===== src/rtl/hazard_pkg.sv =====
// Shared definitions for the pipeline hazard tracker: forward-select
// encodings, the "operand unused" tuse marker, the per-stage entry record
// and small helpers used by both the tracker and its operand matcher.
package hazard_pkg;

  // D-stage forward select: register file, E-stage result, M-stage result
  typedef enum logic [1:0] {
    FWD_GRF = 2'd0,
    FWD_E   = 2'd1,
    FWD_M   = 2'd2
  } dfwd_e;

  // E-stage forward select: pipeline register, M-stage result, W-stage result
  typedef enum logic [1:0] {
    EFWD_REG = 2'd0,
    EFWD_M   = 2'd1,
    EFWD_W   = 2'd2
  } efwd_e;

  // A tuse of 3 marks an operand the instruction never reads
  localparam logic [1:0] TUSE_NONE = 2'd3;

  // One in-flight producer: destination register and cycles until its
  // result exists (waddr 0 means the slot holds a bubble)
  typedef struct packed {
    logic [4:0] waddr;
    logic [1:0] tnew;
  } entry_t;

  localparam entry_t BUBBLE = '{waddr: 5'd0, tnew: 2'd0};

  // One pipeline step closer to the result, never going below zero
  function automatic logic [1:0] decTnew(input logic [1:0] tnew);
    return (tnew == 2'd0) ? 2'd0 : tnew - 2'd1;
  endfunction

  // E-stage operand source: a ready M result beats W, and register 0 never
  // matches because $0 is hardwired and bubbles carry waddr 0
  function automatic efwd_e eFwdSel(input logic [4:0] consumer,
                                    input entry_t mEntry,
                                    input logic [4:0] wWaddr);
    if (consumer == 5'd0)
      return EFWD_REG;
    if ((consumer == mEntry.waddr) && (mEntry.tnew == 2'd0))
      return EFWD_M;
    if (consumer == wWaddr)
      return EFWD_W;
    return EFWD_REG;
  endfunction

endpackage


===== src/rtl/hz_match.sv =====
// Matches one D-stage source operand against the E and M producers and
// reports whether a producer is relevant, which one decides (the younger
// E entry shadows M), and how far that producer is from having its result.
module hz_match
  import hazard_pkg::*;
(
  input  logic [4:0] i_reg,
  input  logic [1:0] i_tuse,
  input  entry_t     i_eEntry,
  input  entry_t     i_mEntry,
  output logic       o_match,
  output logic       o_fromE,
  output logic [1:0] o_tnew
);

  logic w_used;
  logic w_hitE;
  logic w_hitM;

  // Youngest matching producer wins; unused operands and $0 never match
  always_comb begin
    w_used  = (i_tuse != TUSE_NONE) && (i_reg != 5'd0);
    w_hitE  = w_used && (i_reg == i_eEntry.waddr);
    w_hitM  = w_used && (i_reg == i_mEntry.waddr);
    o_match = w_hitE || w_hitM;
    o_fromE = w_hitE;
    o_tnew  = w_hitE ? i_eEntry.tnew : (w_hitM ? i_mEntry.tnew : 2'd0);
  end

endmodule


===== src/rtl/hazard_tracker.sv =====
// Tuse/tnew hazard tracker for a five-stage pipeline. It shadows the E, M
// and W stages with producer records, decides stalls for the instruction in
// D, and drives the forward selects for D, E and M-stage store data.
module hazard_tracker
  import hazard_pkg::*;
(
  input  logic       clk,
  input  logic       reset,
  input  logic       d_valid,
  input  logic [4:0] d_rs,
  input  logic [4:0] d_rt,
  input  logic [1:0] d_tuse_rs,
  input  logic [1:0] d_tuse_rt,
  input  logic [4:0] d_waddr,
  input  logic [1:0] d_tnew,
  output logic [1:0] d_fwd_rs,
  output logic [1:0] d_fwd_rt,
  output logic [1:0] e_fwd_rs,
  output logic [1:0] e_fwd_rt,
  output logic       m_fwd_rt,
  output logic       stall
);

  entry_t     r_eEntry;
  entry_t     r_mEntry;
  entry_t     r_wEntry;
  logic [4:0] r_eRs;
  logic [4:0] r_eRt;
  logic [4:0] r_mRt;

  logic       w_rsMatch;
  logic       w_rsFromE;
  logic [1:0] w_rsTnew;
  logic       w_rtMatch;
  logic       w_rtFromE;
  logic [1:0] w_rtTnew;
  logic       w_rsStall;
  logic       w_rtStall;
  logic       w_stall;

  // W results reach consumers through the register file bypass, so only the
  // W destination matters; its tnew is kept for a uniform entry layout
  logic       w_unusedWTnew;
  assign w_unusedWTnew = ^r_wEntry.tnew;

  hz_match u_rsMatch (
    .i_reg    (d_rs),
    .i_tuse   (d_tuse_rs),
    .i_eEntry (r_eEntry),
    .i_mEntry (r_mEntry),
    .o_match  (w_rsMatch),
    .o_fromE  (w_rsFromE),
    .o_tnew   (w_rsTnew)
  );

  hz_match u_rtMatch (
    .i_reg    (d_rt),
    .i_tuse   (d_tuse_rt),
    .i_eEntry (r_eEntry),
    .i_mEntry (r_mEntry),
    .o_match  (w_rtMatch),
    .o_fromE  (w_rtFromE),
    .o_tnew   (w_rtTnew)
  );

  // Stall when the deciding producer cannot deliver before the operand is
  // needed; reset overrides so the pipeline is never held during reset
  always_comb begin
    w_rsStall = w_rsMatch && (w_rsTnew > d_tuse_rs);
    w_rtStall = w_rtMatch && (w_rtTnew > d_tuse_rt);
    w_stall   = d_valid && !reset && (w_rsStall || w_rtStall);
  end

  // Forward selects are pure functions of the tracked state and D inputs
  always_comb begin
    stall    = w_stall;
    d_fwd_rs = FWD_GRF;
    d_fwd_rt = FWD_GRF;
    if (!w_stall && w_rsMatch && (w_rsTnew == 2'd0))
      d_fwd_rs = w_rsFromE ? FWD_E : FWD_M;
    if (!w_stall && w_rtMatch && (w_rtTnew == 2'd0))
      d_fwd_rt = w_rtFromE ? FWD_E : FWD_M;
    e_fwd_rs = eFwdSel(r_eRs, r_mEntry, r_wEntry.waddr);
    e_fwd_rt = eFwdSel(r_eRt, r_mEntry, r_wEntry.waddr);
    m_fwd_rt = (r_mRt != 5'd0) && (r_mRt == r_wEntry.waddr);
  end

  // Shift producers down the pipe each cycle; a stall or empty D slot
  // injects a bubble into E while older instructions keep draining
  always_ff @(posedge clk) begin
    if (reset) begin
      r_eEntry <= BUBBLE;
      r_mEntry <= BUBBLE;
      r_wEntry <= BUBBLE;
      r_eRs    <= 5'd0;
      r_eRt    <= 5'd0;
      r_mRt    <= 5'd0;
    end else begin
      r_wEntry <= r_mEntry;
      r_mEntry <= '{waddr: r_eEntry.waddr, tnew: decTnew(r_eEntry.tnew)};
      r_mRt    <= r_eRt;
      if (d_valid && !w_stall) begin
        r_eEntry <= '{waddr: d_waddr, tnew: d_tnew};
        r_eRs    <= d_rs;
        r_eRt    <= d_rt;
      end else begin
        r_eEntry <= BUBBLE;
        r_eRs    <= 5'd0;
        r_eRt    <= 5'd0;
      end
    end
  end

endmodule


===== config.mk =====
export PLATFORM = sky130hd
export DESIGN_NAME = hazard_tracker
export DESIGN_NICKNAME = d
export VERILOG_FILES = /design/src/rtl/hazard_pkg.sv /design/src/rtl/hz_match.sv /design/src/rtl/hazard_tracker.sv
export SDC_FILE = /design/constraint.sdc
export NUM_CORES = 1
export LEC_CHECK = 0
export BUFFER_PORTS_ARGS = -buffer_cell sky130_fd_sc_hd__buf_4
export CAP_MARGIN = 10
export CORE_MARGIN = 2
export CORE_UTILIZATION = 50
export CTS_CLUSTER_DIAMETER = 30
export DETAILED_ROUTE_END_ITERATION = 16
export PLACE_DENSITY = 0.77
export SYNTH_ARGS = -nofsm -noshare
export SYNTH_HDL_FRONTEND = slang
export SYNTH_SLANG_ARGS = --single-unit

===== constraint.sdc =====
create_clock -name clk -period 4.6 [get_ports clk]
set_clock_uncertainty 0.05 [all_clocks]
set_input_delay 0.92 -clock clk [delete_from_list [all_inputs] [get_ports clk]]
set_output_delay 0.92 -clock clk [all_outputs]
set_load 0.03 [all_outputs]

==> metrics.md, run 1 <==
| Metric | Value |
|---|---|
| Tcrit/Tclk final | `0.987` |
| Share of the synthesized area in the top cell type | `0.378` |
| Placed insts | `275` |
| Clk_lat worst skew | `0.34 ns` |
| Synth top area cells | `dfxtp_1, xnor2_1, xor2_1` |
| Post-Syn Area | `1800 um2` |
| DR iter-0 viols | `42` |
| Max frequency | `220 MHz` |
| First-pass GRT wire length | `6.65 mm` |
| Most Frequent Cell on Critical Path | `buf_4` |
| DR vias | `1,503` |
| Mapped Nets | `227` |
| Synth Flop Type | `dfxtp_1` |
| Compound-cell area share of the yosys netlist | `0.0869` |
| Post-CTS setup buffers | `0` |
| Crit Path Max Fanout | `4` |
| Leak Pwr | `0.00106 uW` |
| All-layer global routing usage | `0.213` |
| Area growth syn-to-layout | `27.1%` |
| Async S/R FF share, synth | `0` |
| Slowest stage delay, CP | `0.57 ns` |
| Antenna violations before repair | `0` |
| Synth Warn # | `0` |
| EDFF count, synth | `0` |
| Cell taking the most area after synthesis | `dfxtp_1` |
| Sequential share of the synthesized area | `0.378` |
| Layout cells sized above 1 | `0.257` |
| WL/cell | `14.5 um` |
| Worst path arrival time | `3.57 ns` |
| Io pins | `34` |
| Die width | `64.0 um` |
| Crit Path Category | `in2out` |
| Avg Cell Area, Syn | `9.09 um2` |
| Pwr dens | `315 nW/um2` |
| Synth Area in Adders | `0.0347` |
| TritonCTS buffer count | `5` |
| Largest net degree at the start of global routing | `19` |
| Mux share of post-synthesis cell area | `0` |
| Clock Path Buffers | `2` |
| Fin nets | `265` |
| Clk sinks | `34` |
| Setup-failing EPs final | `0` |
| Main combinational cell family by area after synthesis | `simple AND/OR/NAND/NOR gates` |
| Worst Setup End Kind | `primary output` |
| Hold_buf cts | `0` |
| Hold Startpoint | `r_eEntry[3]$_SDFF_PP0_` |
| Max-Cap Viols | `0` |
| CTS tree | `built` |
| DRT antenna net count | `0` |
| Ant diodes | `0` |
| Critical path's slowest cell | `or4_4` |
| VDD IR max | `0.249 mV` |
| Clk slew on worst S/H paths | `0.11 ns` |
| Die area | `4100 um2` |
| Post-synthesis xor/xnor area fraction | `0.204` |
| Final count of hold timing violations | `0` |
| Fin. max-slew vios | `0` |
| Slew headroom | `0.604` |
| Status | `finished clean` |
| CP Data Required Time | `3.63 ns` |
| Starting Density | `0.531` |
| I/O Buffers | `33` |
| Cell Area, Placed | `2130 um2` |
| Post-route cell area | `2290 um2` |
| Sum of negative setup slack | `0 ns` |
| Critical path cell sequence | `buf_4, or4_4, o21ai_4, nor2_1, nor3_2, a22o_1, ha_4, a21oi_2, a211oi_2, and2_0, a32o_2, nor4b_2, buf_4` |
| Overflow after GRT | `0` |
| Vias in the first global route | `1,430` |
| Post-layout util | `0.675` |
| Launch point of the worst path | `d_rs[0]` |
| DR vias/cell | `5.31` |
| Worst Max-Slew Pin Slew | `0.593 ns` |
| CTS Root Cell | `clkbuf_4` |
| GPL Wtd Cong | `0.868` |
| Startpoint Class | `primary input` |
| Hold Crit Class | `reg2reg` |
| Core area | `3390 um2` |
| Synth cell types | `31` |
| Detailed Place HPWL | `3.06 mm` |
| H-tree depth | `2` |
| Simple-gate share of the synthesized area | `0.262` |
| Die Y | `64.0 um` |
| RR Startpoint | `r_mEntry[4]$_SDFF_PP0_` |
| Finished Layout Cells | `283` |
| Yosys reg bits | `34` |
| Residual DRC | `0` |
| Routed WL | `4.12 mm` |
| Cell Rows | `21` |
| Post-Synthesis Cells | `198` |
| DR pass1 iterations | `4` |
| Final min period | `4.54 ns` |
## placed cells by master, fill, tap and decap left out, types with 3 or more instances in the layout
cell type / instances
nor2_1: 11
inv_1: 6
a22o_1: 3
nor3_1: 11
nor4_1: 3
and3_1: 17
xnor2_1: 23
xor2_1: 19
nand3_1: 6
buf_4: 40
nor2b_1: 17
clkbuf_4: 5
dfxtp_1: 34
a21oi_1: 4
ha_1: 4
nand2_1: 5
nand4_1: 4
## report_power, final
group	leakage [uW]	total [uW]	internal (uW)	switching, uW
registers	0.000278	318	305	13.9
clock network	0.0000585	288	184	104
logic	0.000726	114	57.0	57.0
## kinds of logic after synthesis
logic type	count (synthesis)
XOR/XNOR	42
buffers and inverters	16
AND/OR/NAND/NOR	82
flip-flops	34
AO/OA/AOI/OAI	19
adder cells (fa/ha/maj)	5
## through the flow
stage	power (uW)	hold slack (ns)	setup WS (ns)
after floorplan	389	0.428	-0.000732
after global placement	432	0.450	0.0797
after detailed placement	435	0.449	-0.0188
after CTS	721	0.465	0.0130
after global routing	753	0.498	-0.0251
final	720	0.464	0.0613
## registers in the layout (all words and copies together), names as in the netlist
register  flops
r_mRt         5
r_mEntry      7
r_eRs         5
r_eEntry      7
r_eRt         5
r_wEntry      5
## synthesized netlist by cell type (2+ instances only)
library cell / number
nor4_1: 3
nor2_1: 11
xor2_1: 19
nor2b_1: 17
dfxtp_1: 34
xnor2_1: 23
clkbuf_1: 8
ha_1: 5
nand3_1: 6
nor3_1: 12
and3_1: 17
a22o_1: 3
inv_1: 6
nand4_1: 4
nand2_1: 5
nor4b_2: 2
a22oi_1: 3
a211oi_1: 2
a21oi_1: 5
or4_1: 2
## worst max-delay path, delay by kind of cell
kind / cells / cell delay (ns)
adders and majority gates: 1 / 0.22
buffers and inverters: 2 / 0.32
and+or+nand+nor: 5 / 1.27
AOI/OAI and AO/OA: 5 / 0.84
## timing repair
| item | in CTS | in global routing |
|---|---|---|
| endpoints found under the hold margin | 0 | 0 |
| endpoints found under the setup margin | 1 | 2 |
| pin swaps | 0 | 2 |
| gates resized for setup | 3 | 5 |
## per-layer routing
layer	global-route usage	part of all wire
met5	0	0
met4	0.0571	0.011
met3	0.0599	0.047
met2	0.362	0.50
met1	0.263	0.44
## layout make-up
| class | instances | area (um2) |
|---|---|---|
| multi-input cells | 148 | 1100 |
| fillers | 290 | 1100 |
| flip-flops and latches | 34 | 681 |
| repair buffers | 41 | 312 |
| clock inverters | 2 | 60.1 |
| well taps | 46 | 57.6 |
| clock buffers | 6 | 51.3 |
| inverters | 6 | 22.5 |
## final timing paths
kind | end | slack (ns) | cells after the start
worst max-delay path | d_fwd_rs[1] | 0.06 | 13
worst min-delay path | r_mEntry[3]$_SDFF_PP0_ | 0.46 | 1
worst max register to register | r_eRs[0]$_SDFF_PP0_ | 1.91 | 12
worst min register to register | r_mEntry[3]$_SDFF_PP0_ | 0.46 | 1
Power figures use the tool's default switching activity.
==> run 2, diff against run 1 <==
--- a/config.mk
+++ b/config.mk
@@ -5,13 +5,14 @@
 export SDC_FILE = /design/constraint.sdc
 export NUM_CORES = 1
 export LEC_CHECK = 0
+export ABC_AREA = 1
 export BUFFER_PORTS_ARGS = -buffer_cell sky130_fd_sc_hd__buf_4
 export CAP_MARGIN = 10
 export CORE_MARGIN = 2
 export CORE_UTILIZATION = 50
 export CTS_CLUSTER_DIAMETER = 30
 export DETAILED_ROUTE_END_ITERATION = 16
-export PLACE_DENSITY = 0.77
+export PLACE_DENSITY = 0.76
 export SYNTH_ARGS = -nofsm -noshare
 export SYNTH_HDL_FRONTEND = slang
 export SYNTH_SLANG_ARGS = --single-unit
==> metrics.md, run 2 <==
| Metric | Value |
|---|---|
| Synth Warn # | `0 (unchanged)` |
| Post-CTS setup buffers | `0 (unchanged)` |
| Cell Area, Placed | `2260 um2 (was 2130 um2)` |
| CTS Root Cell | `clkbuf_8 (was clkbuf_4)` |
| VDD IR max | `0.242 mV (was 0.249 mV)` |
| Int Pwr | `588 uW (was 546 uW)` |
| Crit Path Category | `in2out (unchanged)` |
| Clk slew on worst S/H paths | `0.07 ns (was 0.11 ns)` |
| DRT antenna net count | `0 (unchanged)` |
| Area growth syn-to-layout | `20.8% (was 27.1%)` |
| Async S/R FF share, synth | `0 (unchanged)` |
| CP Data Required Time | `3.63 ns (about the same)` |
| Share of the synthesized area in the top cell type | `0.342 (was 0.378)` |
| Residual DRC | `0 (unchanged)` |
| Most common cell in the netlist | `nor2_1 (was dfxtp_1)` |
| Slew headroom | `0.716 (was 0.604)` |
| Die width | `67.1 um (was 64.0 um)` |
| Sequential share of the synthesized area | `0.342 (was 0.378)` |
| DR iter-0 viols | `81 (was 42)` |
| Post_cts resized | `0 (was 3)` |
| Finished Layout Cells | `357 (was 283)` |
| Ant diodes | `0 (unchanged)` |
| Worst Max-Slew Pin Slew | `0.422 ns (was 0.593 ns)` |
| Routed WL | `4.09 mm (was 4.12 mm)` |
| Mapped Nets | `301 (was 227)` |
| Avg Cell Area, Syn | `7.31 um2 (was 9.09 um2)` |
| Leak Pwr | `0.00123 uW (was 0.00106 uW)` |
| Setup-failing EPs final | `0 (unchanged)` |
| Reg area | `681 um2 (unchanged)` |
| Pwr dens | `325 nW/um2 (was 315 nW/um2)` |
| Critical path's slowest cell | `o21ai_0 (was or4_4)` |
| Die area | `4500 um2 (was 4100 um2)` |
| Hold_buf cts | `0 (unchanged)` |
| Pre-CTS WS | `0.639 ns (was -0.0188 ns)` |
| Logic pwr share | `0.157 (was 0.158)` |
| All-layer global routing usage | `0.215 (was 0.213)` |
| CTS tree | `built (unchanged)` |
| Final min period | `3.98 ns (was 4.54 ns)` |
| Starting Density | `0.531 (about the same)` |
| I/O Buffers | `33 (unchanged)` |
| Layout cells sized above 1 | `0.227 (was 0.257)` |
| Post-Syn Area | `1990 um2 (was 1800 um2)` |
| Fin. max-slew vios | `0 (unchanged)` |
| DR vias | `1,727 (was 1,503)` |
| Detailed Place HPWL | `3.15 mm (was 3.06 mm)` |
| Status | `finished clean (unchanged)` |
| Final count of hold timing violations | `0 (unchanged)` |
| Post-Synthesis Cells | `272 (was 198)` |
| Critical path cell sequence | `buf_4, inv_1, nand2_1, nand2_1, nand3_2, nor2_4, nand2_4, o21ai_0, and2_1, ha_1, a21oi_1, a21oi_1, nand2_4, nand2_1, nand2_1, nand2_1, nor2_1, buf_4 (was buf_4, or4_4, o21ai_4, nor2_1, nor3_2, a22o_1, ha_4, a21oi_2, a211oi_2, and2_0, a32o_2, nor4b_2, buf_4)` |
| Net Sw Frac | `0.248 (was 0.243)` |
| Hold Crit Class | `reg2reg (unchanged)` |
| Largest net degree at the start of global routing | `19 (unchanged)` |
| H-tree depth | `2 (unchanged)` |
| R2R cell count | `12 (unchanged)` |
| Worst Hold Path Cells | `2 (was 1)` |
| Crit Path Max Fanout | `6 (was 4)` |
| Max-Cap Viols | `0 (unchanged)` |
| NetSw | `194 uW (was 175 uW)` |
| Proportion of power drawn by flip-flops and latches | `0.404 (was 0.442)` |
| Clk_lat worst skew | `0.30 ns (was 0.34 ns)` |
| Placed insts | `349 (was 275)` |
| Clk sinks | `34 (unchanged)` |
| Cell Rows | `22 (was 21)` |
| Filler cell count in the final layout | `332 (was 290)` |
| Startpoint Class | `primary input (unchanged)` |
| Io pins | `34 (unchanged)` |
| Worst path arrival time | `3.01 ns (was 3.57 ns)` |
| Most common cell after layout, fill and taps aside | `nor2_1 (was buf_4)` |
| RSZ-0062 raised after global routing | `no` |
| Post-synth top cells | `nor2_1, inv_1, nand2_1 (was dfxtp_1, xnor2_1, xor2_1)` |
| Synth top area cells | `dfxtp_1, nor2_1, inv_1 (was dfxtp_1, xnor2_1, xor2_1)` |
| GPL Wtd Cong | `0.878 (was 0.868)` |
| TritonCTS buffer count | `5 (unchanged)` |
| Clock Path Buffers | `2 (unchanged)` |
| EDFF count, synth | `0 (unchanged)` |
| Most frequent cells in the layout | `nor2_1, inv_1, nand2_1 (was buf_4, dfxtp_1, xnor2_1)` |
| DR pass1 iterations | `4 (unchanged)` |
| Vias in the first global route | `1,672 (was 1,430)` |
| Die Y | `67.1 um (was 64.0 um)` |
| Worst Setup End Kind | `primary output (unchanged)` |
| Synth cell types | `31 (unchanged)` |
| WL/cell | `11.5 um (was 14.5 um)` |
| Most Frequent Cell on Critical Path | `nand2_1 (was buf_4)` |
| Yosys reg bits | `34 (unchanged)` |
| Tcrit/Tclk final | `0.866 (was 0.987)` |
| Fin nets | `337 (was 265)` |
| Hold slack | `0.423 ns (was 0.464 ns)` |
| Overflow after GRT | `0 (unchanged)` |
| Area of the multi-input gates | `1090 um2 (was 1100 um2)` |
| Biggest regs | `r_eEntry x7, r_mEntry x7 (unchanged)` |
| DR vias/cell | `4.84 (was 5.31)` |
| Slowest stage delay, CP | `0.23 ns (was 0.57 ns)` |
| Cell taking the most area after synthesis | `dfxtp_1 (unchanged)` |
| Synth Flop Type | `dfxtp_1 (unchanged)` |
| Sum of negative setup slack | `0 ns (unchanged)` |
| Core area | `3740 um2 (was 3390 um2)` |
| Final setup margin | `0.616 ns (was 0.0613 ns)` |
| Post-route cell area | `2400 um2 (was 2290 um2)` |
| Clock power share | `0.439 (was 0.400)` |
| First-pass GRT wire length | `7.01 mm (was 6.65 mm)` |
| Max frequency | `251 MHz (was 220 MHz)` |
| Antenna violations before repair | `0 (unchanged)` |
run 2: cell count changes after synthesis, moves of 8 or more:
cell	change
nand2_1	+35
nor2b_1	-17
inv_1	+39
and3_1	-17
xnor2_1	-10
nor2_2	+8
nor2_1	+37
run 2: cell type report:
class                      count  share of cell area
tap                           48              0.0250
timing repair buffer          33               0.103
sequential                    34               0.283
clock inverter                 2              0.0250
inverter                      49              0.0765
multi-input combinational    185               0.453
clock buffer                   6              0.0344
run 2: final timing paths:
path / from / to / slack [ns]
hold / removal: r_eEntry[6]$_SDFF_PP0_ / r_mEntry[6]$_SDFF_PP0_ / 0.42
setup / recovery: d_rt[1] / d_fwd_rt[0] / 0.62
hold reg to reg: r_eEntry[6]$_SDFF_PP0_ / r_mEntry[6]$_SDFF_PP0_ / 0.42
setup reg to reg: r_eEntry[2]$_SDFF_PP0_ / r_eRt[2]$_SDFF_PP0_ / 2.18
run 2: routing by layer:
layer	part of all wire	vias up	track usage
met3	0.036	14	0.0473
met1	0.45	773	0.248
met2	0.48	35	0.363
li1	-	905	-
met4	0.027	0	0.120
met5	0	-	0
run 2: power by group through the flow:
stage                     logic [uW]  registers [uW]  clock network, uW
final                            122             316                343
after global routing             138             317                359
after CTS                        123             316                351
after detailed placement         122             323                  0
after global placement           120             322                  0
after floorplan                 84.9             319                  0
run 2: per-stage QoR:
stage,power [uW],util
finish,781,0.642
global route,814,0.642
CTS,790,0.642
detailed placement,445,0.604
global placement,442,0.604
floorplan,404,-
run 2: critical path: cells and delay by family:
family / cells / cell delay, ns
AOI/OAI and AO/OA: 3 / 0.46
buffers and inverters: 3 / 0.37
adders and majority gates: 1 / 0.23
and+or+nand+nor: 11 / 1.03
run 2: kinds of logic (layout without fill, tap and decap cells):
| family | after synthesis | after routing | synth area share |
|---|---|---|---|
| flops | 34 | 34 | 0.342 |
| buf+inv | 53 | 90 | 0.111 |
| simple gates | 136 | 136 | 0.345 |
| compound gates | 16 | 16 | 0.0472 |
| fa+ha+maj | 5 | 5 | 0.0314 |
| xor+xnor | 28 | 28 | 0.123 |
